### src/rtl/i2c_arb_pkg.sv
// Shared types and field widths for the I2C transaction arbiter.
package i2c_arb_pkg;

    typedef enum logic [2:0] {
        ST_IDLE  = 3'd0,
        ST_LOAD  = 3'd1,
        ST_RUN   = 3'd2,
        ST_RESP  = 3'd3,
        ST_ABORT = 3'd4
    } arb_state_e;

    localparam int ADDR_W    = 7;
    localparam int REG_W     = 8;
    localparam int DATA_W    = 8;
    localparam int MAX_RETRY = 2;

endpackage

### src/rtl/i2c_txn_arbiter_rr_arbiter.sv
// Combinational round-robin picker: first requester at or after the pointer, wrapping.
module rr_arbiter #(
    parameter int NREQ  = 2,
    parameter int IDX_W = (NREQ > 1) ? $clog2(NREQ) : 1
) (
    input  logic [NREQ-1:0]  req_i,
    input  logic [IDX_W-1:0] ptr_i,
    output logic [NREQ-1:0]  gnt_o,
    output logic [IDX_W-1:0] idx_o,
    output logic             any_o
);

    logic [IDX_W:0]   sum_s  [NREQ];
    logic [IDX_W-1:0] cand_s [NREQ];

    for (genvar k = 0; k < NREQ; k++) begin : g_cand
        assign sum_s[k]  = {1'b0, ptr_i} + (IDX_W+1)'(k);
        assign cand_s[k] = (sum_s[k] >= (IDX_W+1)'(NREQ)) ?
                           IDX_W'(sum_s[k] - (IDX_W+1)'(NREQ)) : sum_s[k][IDX_W-1:0];
    end

    // Scan from farthest to nearest so the candidate closest to the pointer wins.
    always_comb begin
        gnt_o = '0;
        idx_o = '0;
        any_o = 1'b0;
        for (int k = NREQ - 1; k >= 0; k--) begin
            if (req_i[cand_s[k]]) begin
                gnt_o            = '0;
                gnt_o[cand_s[k]] = 1'b1;
                idx_o            = cand_s[k];
                any_o            = 1'b1;
            end else begin
                any_o = any_o;
            end
        end
    end

endmodule

### src/rtl/i2c_txn_arbiter.sv
// Shares one I2C master core between NREQ requesters, one transaction at a time.
// Optional NACK retry (up to MAX_RETRY extra attempts) under I2C_TXN_ARBITER_RETRY_EN.
module i2c_txn_arbiter
    import i2c_arb_pkg::*;
#(
    parameter int NREQ           = 2,
    parameter int START_HOLD     = 4,
    parameter int TIMEOUT_CYCLES = 65535,
    parameter int TO_W           = 17
) (
    input  logic                 clk,
    input  logic                 reset,
    input  logic [NREQ-1:0]      req,
    input  logic [NREQ-1:0]      req_rw,
    input  logic [7*NREQ-1:0]    req_addr,
    input  logic [8*NREQ-1:0]    req_reg,
    input  logic [8*NREQ-1:0]    req_wdata,
    output logic [NREQ-1:0]      rsp_valid,
    output logic [DATA_W-1:0]    rsp_rdata,
    output logic                 rsp_ack,
    output logic                 rsp_timeout,
    output logic                 busy,
    output logic                 i2c_start,
    output logic                 i2c_rw,
    output logic [ADDR_W-1:0]    i2c_slave_address,
    output logic [REG_W-1:0]     i2c_slave_reg,
    output logic [DATA_W-1:0]    i2c_tx_data,
    input  logic                 i2c_done,
    input  logic                 i2c_ack,
    input  logic [DATA_W-1:0]    i2c_rx_data
);

    localparam int IDX_W  = (NREQ > 1) ? $clog2(NREQ) : 1;
    localparam int HOLD_W = $clog2(START_HOLD + 1);

    arb_state_e          state_q, state_d;
    logic [IDX_W-1:0]    ptr_q, ptr_d, gidx_q, gidx_d;
    logic [NREQ-1:0]     gnt_q, gnt_d;
    logic                rw_q, rw_d;
    logic [ADDR_W-1:0]   addr_q, addr_d;
    logic [REG_W-1:0]    reg_q, reg_d;
    logic [DATA_W-1:0]   wdata_q, wdata_d;
    logic [HOLD_W-1:0]   hold_q, hold_d;
    logic [TO_W-1:0]     wdog_q, wdog_d;
    logic                ack_seen_q, ack_seen_d;
    logic                start_q, start_d;
    logic                busy_q, busy_d;
    logic [NREQ-1:0]     rsp_valid_q, rsp_valid_d;
    logic [DATA_W-1:0]   rsp_rdata_q, rsp_rdata_d;
    logic                rsp_ack_q, rsp_ack_d;
    logic                rsp_to_q, rsp_to_d;
`ifdef I2C_TXN_ARBITER_RETRY_EN
    logic [1:0]          retry_q, retry_d;
`endif

    logic [NREQ-1:0]     arb_gnt_s;
    logic [IDX_W-1:0]    arb_idx_s;
    logic                arb_any_s;
    logic                ack_now_s;
    logic [IDX_W-1:0]    ptr_next_s;

    rr_arbiter #(.NREQ(NREQ), .IDX_W(IDX_W)) u_rr (
        .req_i (req),
        .ptr_i (ptr_q),
        .gnt_o (arb_gnt_s),
        .idx_o (arb_idx_s),
        .any_o (arb_any_s)
    );

    // An ack on the done cycle itself still counts for this attempt.
    assign ack_now_s  = ack_seen_q | i2c_ack;
    assign ptr_next_s = (gidx_q == IDX_W'(NREQ - 1)) ? '0 : gidx_q + IDX_W'(1);

    // Next-state and datapath decode for the transaction sequencer.
    always_comb begin
        state_d     = state_q;
        ptr_d       = ptr_q;
        gidx_d      = gidx_q;
        gnt_d       = gnt_q;
        rw_d        = rw_q;
        addr_d      = addr_q;
        reg_d       = reg_q;
        wdata_d     = wdata_q;
        hold_d      = hold_q;
        wdog_d      = wdog_q;
        ack_seen_d  = ack_seen_q;
        start_d     = 1'b1;
        busy_d      = busy_q;
        rsp_valid_d = '0;
        rsp_rdata_d = rsp_rdata_q;
        rsp_ack_d   = rsp_ack_q;
        rsp_to_d    = rsp_to_q;
`ifdef I2C_TXN_ARBITER_RETRY_EN
        retry_d     = retry_q;
`endif
        case (state_q)
            ST_IDLE: begin
                if (arb_any_s) begin
                    gnt_d   = arb_gnt_s;
                    gidx_d  = arb_idx_s;
                    rw_d    = req_rw[arb_idx_s];
                    addr_d  = req_addr[int'(arb_idx_s) * ADDR_W +: ADDR_W];
                    reg_d   = req_reg[int'(arb_idx_s) * REG_W +: REG_W];
                    wdata_d = req_wdata[int'(arb_idx_s) * DATA_W +: DATA_W];
                    busy_d  = 1'b1;
                    hold_d  = '0;
`ifdef I2C_TXN_ARBITER_RETRY_EN
                    retry_d = 2'd0;
`endif
                    state_d = ST_LOAD;
                end else begin
                    state_d = ST_IDLE;
                end
            end
            ST_LOAD: begin
                if (hold_q == HOLD_W'(START_HOLD - 1)) begin
                    start_d    = 1'b0;
                    wdog_d     = '0;
                    ack_seen_d = 1'b0;
                    state_d    = ST_RUN;
                end else begin
                    hold_d = hold_q + HOLD_W'(1);
                end
            end
            ST_RUN: begin
                start_d    = 1'b0;
                wdog_d     = wdog_q + TO_W'(1);
                ack_seen_d = ack_now_s;
                if (i2c_done) begin
                    start_d = 1'b1;
`ifdef I2C_TXN_ARBITER_RETRY_EN
                    if (!ack_now_s && (retry_q < 2'(MAX_RETRY))) begin
                        retry_d = retry_q + 2'd1;
                        hold_d  = '0;
                        state_d = ST_LOAD;
                    end else begin
                        rsp_valid_d = gnt_q;
                        rsp_ack_d   = ack_now_s;
                        rsp_to_d    = 1'b0;
                        rsp_rdata_d = rw_q ? DATA_W'(0) : i2c_rx_data;
                        state_d     = ST_RESP;
                    end
`else
                    rsp_valid_d = gnt_q;
                    rsp_ack_d   = ack_now_s;
                    rsp_to_d    = 1'b0;
                    rsp_rdata_d = rw_q ? DATA_W'(0) : i2c_rx_data;
                    state_d     = ST_RESP;
`endif
                end else if (wdog_q == TO_W'(TIMEOUT_CYCLES - 1)) begin
                    // Counting this cycle, the window has now lasted TIMEOUT_CYCLES.
                    start_d     = 1'b1;
                    rsp_valid_d = gnt_q;
                    rsp_ack_d   = 1'b0;
                    rsp_to_d    = 1'b1;
                    rsp_rdata_d = DATA_W'(0);
                    state_d     = ST_ABORT;
                end else begin
                    state_d = ST_RUN;
                end
            end
            ST_RESP, ST_ABORT: begin
                busy_d  = 1'b0;
                ptr_d   = ptr_next_s;
                state_d = ST_IDLE;
            end
            default: begin
                busy_d  = 1'b0;
                state_d = ST_IDLE;
            end
        endcase
    end

    // State and datapath registers; reset parks the core with start high.
    always_ff @(posedge clk) begin
        if (reset) begin
            state_q     <= ST_IDLE;
            ptr_q       <= '0;
            gidx_q      <= '0;
            gnt_q       <= '0;
            rw_q        <= 1'b0;
            addr_q      <= '0;
            reg_q       <= '0;
            wdata_q     <= '0;
            hold_q      <= '0;
            wdog_q      <= '0;
            ack_seen_q  <= 1'b0;
            start_q     <= 1'b1;
            busy_q      <= 1'b0;
            rsp_valid_q <= '0;
            rsp_rdata_q <= '0;
            rsp_ack_q   <= 1'b0;
            rsp_to_q    <= 1'b0;
`ifdef I2C_TXN_ARBITER_RETRY_EN
            retry_q     <= 2'd0;
`endif
        end else begin
            state_q     <= state_d;
            ptr_q       <= ptr_d;
            gidx_q      <= gidx_d;
            gnt_q       <= gnt_d;
            rw_q        <= rw_d;
            addr_q      <= addr_d;
            reg_q       <= reg_d;
            wdata_q     <= wdata_d;
            hold_q      <= hold_d;
            wdog_q      <= wdog_d;
            ack_seen_q  <= ack_seen_d;
            start_q     <= start_d;
            busy_q      <= busy_d;
            rsp_valid_q <= rsp_valid_d;
            rsp_rdata_q <= rsp_rdata_d;
            rsp_ack_q   <= rsp_ack_d;
            rsp_to_q    <= rsp_to_d;
`ifdef I2C_TXN_ARBITER_RETRY_EN
            retry_q     <= retry_d;
`endif
        end
    end

    assign rsp_valid         = rsp_valid_q;
    assign rsp_rdata         = rsp_rdata_q;
    assign rsp_ack           = rsp_ack_q;
    assign rsp_timeout       = rsp_to_q;
    assign busy              = busy_q;
    assign i2c_start         = start_q;
    assign i2c_rw            = rw_q;
    assign i2c_slave_address = addr_q;
    assign i2c_slave_reg     = reg_q;
    assign i2c_tx_data       = wdata_q;

endmodule

### config.mk
export PLATFORM = sky130hd
export DESIGN_NAME = i2c_txn_arbiter
export DESIGN_NICKNAME = d
export VERILOG_FILES = /design/src/rtl/i2c_arb_pkg.sv /design/src/rtl/i2c_txn_arbiter_rr_arbiter.sv /design/src/rtl/i2c_txn_arbiter.sv
export SDC_FILE = /design/constraint.sdc
export NUM_CORES = 1
export LEC_CHECK = 0
export ABC_AREA = 1
export CAP_MARGIN = 10
export CORE_MARGIN = 3
export CORE_UTILIZATION = 45
export DETAILED_ROUTE_END_ITERATION = 10
export GPL_ROUTABILITY_DRIVEN = 0
export GPL_TIMING_DRIVEN = 0
export HOLD_SLACK_MARGIN = 0.1
export PLACE_DENSITY = 0.78
export SYNTH_ARGS = -nofsm -noshare
export SYNTH_HDL_FRONTEND = slang
export SYNTH_SLANG_ARGS = --single-unit
### constraint.sdc
create_clock -name clk -period 1.57 [get_ports clk]
set_input_delay 0.2355 -clock clk [delete_from_list [all_inputs] [get_ports clk]]
set_output_delay 0.2355 -clock clk [all_outputs]
set_load 0.02 [all_outputs]
==> results by group <==
Run status
  • Status: finished clean

Placed design
  • Place WS: -0.2744 ns
  • IO Port Bufs: 98
  • Placed cell areas: 3973 um^2
  • Detailed placement HPWL: 5.951 mm

STA
  • Final Hold Viols: 0
  • Max transition margin: 64.50%
  • Maximum clock frequency: 645.6 MHz
  • Final Setup Violations: 0
  • Tcrit/Tclk final: 98.65%
  • RSZ-0062 raised after global routing: no
  • Final worst setup slack: 0.02113 ns
  • Max-slew violations: 0
  • Worst-Margin Slew: 0.5325 ns
  • Clock Skew: 0.004777 ns
  • Setup TNS: 0 ns
  • Worst hold slack: 0.1977 ns
  • Crit path time final: 1.549 ns

Synthesis
  • Most common cell in the netlist: nand2_1
  • Asr flop ratio synth: 0%
  • Primary FF master, synth: dfxtp_1
  • Adder-Cell Fraction of Synth Area: 1.727%
  • Synth top cells by count: nand2_1, dfxtp_1, o21ai_0
  • Synth area leader: dfxtp_1
  • Post-synthesis mux area share: 0%
  • Synthesized flop and latch total: 65
  • Library cells used by synthesis: 28
  • Syn nets: 462
  • Post-synthesis area per instance: 7.318 um^2
  • Largest family of logic cells by synthesized area: simple AND/OR/NAND/NOR gates
  • Post-synthesis cell count: 396
  • Sequential area share after synthesis: 44.91%
  • Post-synthesis simple-gate area fraction: 25.43%
  • Yosys warns: 0
  • Synth Area in Compound Gates: 20.16%
  • Synth top area share: 44.91%
  • Post-synthesis xor/xnor area fraction: 0%
  • Post-synthesis cell area: 2898 um^2
  • Post-synth EDFFs: 0
  • Synth area leaders: dfxtp_1, nand2_1, o21ai_0

Min path
  • Hold Path Class: in2reg

Clock network
  • TritonCTS buffer count: 9
  • Clk buf depth: 2
  • CTS tree: built
  • Root Buffer: clkbuf_8
  • Worst skew pair latency: 0.34 ns
  • CTS Sinks: 65
  • Clock slew at reported path FFs: 0.07 ns
  • H-tree depth: 3

Worst setup path
  • Worst Setup End Kind: output port
  • Critical path's slowest cell: clkdlybuf4s50_1
  • Critical Path AT: 1.31 ns
  • Worst path top cell family by delay: buffers and inverters
  • Reg2reg setup slack: 0.09 ns
  • CP Class: reg2out
  • Buffers & Inverters on Critical Path: 1
  • Req. time, crit path: 1.33 ns
  • Critical path, cell by cell: clkdlybuf4s50_1
  • Critical path peak fanout: 2
  • Crit start category: flip-flop
  • CP peak stage delay: 0.62 ns

Floorplanning
  • Die width: 86.25 um
  • Core ar.: 6061 um^2
  • Rows: 28
  • Die Ht: 86.25 um
  • Starting Density: 47.81%
  • Boundary Pins: 100
  • Die area: 7438 um^2

Cells and area
  • Top reg by flops: wdog_q
  • P&R area growth vs syn: 47.50%
  • Diode count: 0
  • Share of post-route cells with drive strength above 1: 12.50%
  • Final nets: 574
  • Post-route cell area: 4274 um^2
  • Max reg flops: 17
  • Filler instances: 497

GRT
  • GR Overflow Total: 0
  • Largest net degree at the start of global routing: 11
  • GR Util All Layers: 22.22%
  • First-pass GRT wire length: 13.12 mm
  • Vias in the first global route: 2946
  • Initial antenna violation count: 0

Routing
  • # DRC: 0
  • Via/cell ratio: 5.250
  • Drt wl/cell: 13.82 um
  • Final ANT Viol Nets: 0
  • Initial DRC count: 206
  • Via count: 3082
  • Detailed Route WL: 8.113 mm
  • DRT Pass-1 Iters: 4

Power and ir drop
  • Peak supply drop: 0.6704 mV
  • Power density over the cells: 985.0 nW/um^2
  • Power Total: 4.210 mW
  • Pleak: 1.776 nW

Flow run
  • Max-cap viol count: 0
metal layers:
layer / global-route usage, % / up-vias / share of wire, %
li1: - / 1547 / -
met1: 26.15 / 1398 / 43
met2: 36.02 / 123 / 45
met3: 8.935 / 14 / 10
met4: 9.207 / 0 / 1.7
met5: 0 / - / 0
cell type report:
cell class | count | area [um^2] | area share (%)
well taps | 75 | 93.84 | 2.196
clock buffers | 12 | 145.1 | 3.396
clock inverters | 3 | 17.52 | 0.4098
multi-input cells | 282 | 1464 | 34.25
inverters | 34 | 130.1 | 3.045
plain buffers | 17 | 98.84 | 2.313
flip-flops and latches | 65 | 1305 | 30.53
repair buffers | 99 | 1020 | 23.86
power by group:
group / total (mW) / internal (mW) / switching [mW] / leakage (nW)
registers: 1.89 / 1.80 / 0.0877 / 0.533
clock network: 1.23 / 0.603 / 0.631 / 0.0822
logic: 1.09 / 0.501 / 0.586 / 1.16
total: 4.21 / 2.90 / 1.31 / 1.78
cells in the final DEF (no fill, tap or decap), drive strengths merged, types with 15 or more instances in the layout:
cell             n
dfxtp           65
a31oi           25
nand3           15
nand2          116
a21oi           29
clkbuf          19
inv             34
nor2            33
clkdlybuf4s50   84
o21ai           44
metrics by stage:
| step | utilization (%) | std cells |
|---|---|---|
| global route | 70.52 | 587 |
| finish | 70.52 | 587 |
| detailed placement | 65.55 | 569 |
| floorplan | - | 396 |
| CTS | 68.25 | 584 |
| global placement | 65.55 | 569 |
logic make-up (layout without fill, tap and decap cells):
family                   Yosys count  after routing
AO/OA/AOI/OAI                    104            104
adder cells (fa/ha/maj)            4              4
buffers and inverters             51            165
flip-flops                        65             65
AND/OR/NAND/NOR                  172            174
timing repair:
| item | 4_1_cts | 5_1_grt |
|---|---|---|
| gates cloned | 0 | 2 |
| setup buffers | 0 | 1 |
| hold buffers | 0 | 0 |
| pin swaps | 0 | 5 |
| gates resized for setup | 2 | 37 |
| setup endpoints to repair | 2 | 40 |
path summary, 6_finish.rpt:
kind         cells after the start                          start                       to
max                              1  i2c_slave_reg[0]$_SDFFE_PP0N_         i2c_slave_reg[0]
min                              2                          reset   wdog_q[0]$_SDFFE_PP0P_
max reg2reg                      8         wdog_q[1]$_SDFFE_PP0P_  wdog_q[16]$_SDFFE_PP0P_
min reg2reg                      1            gidx_q$_SDFFE_PP0N_       ptr_q$_SDFFE_PP0P_
Power figures use the tool's default switching activity.
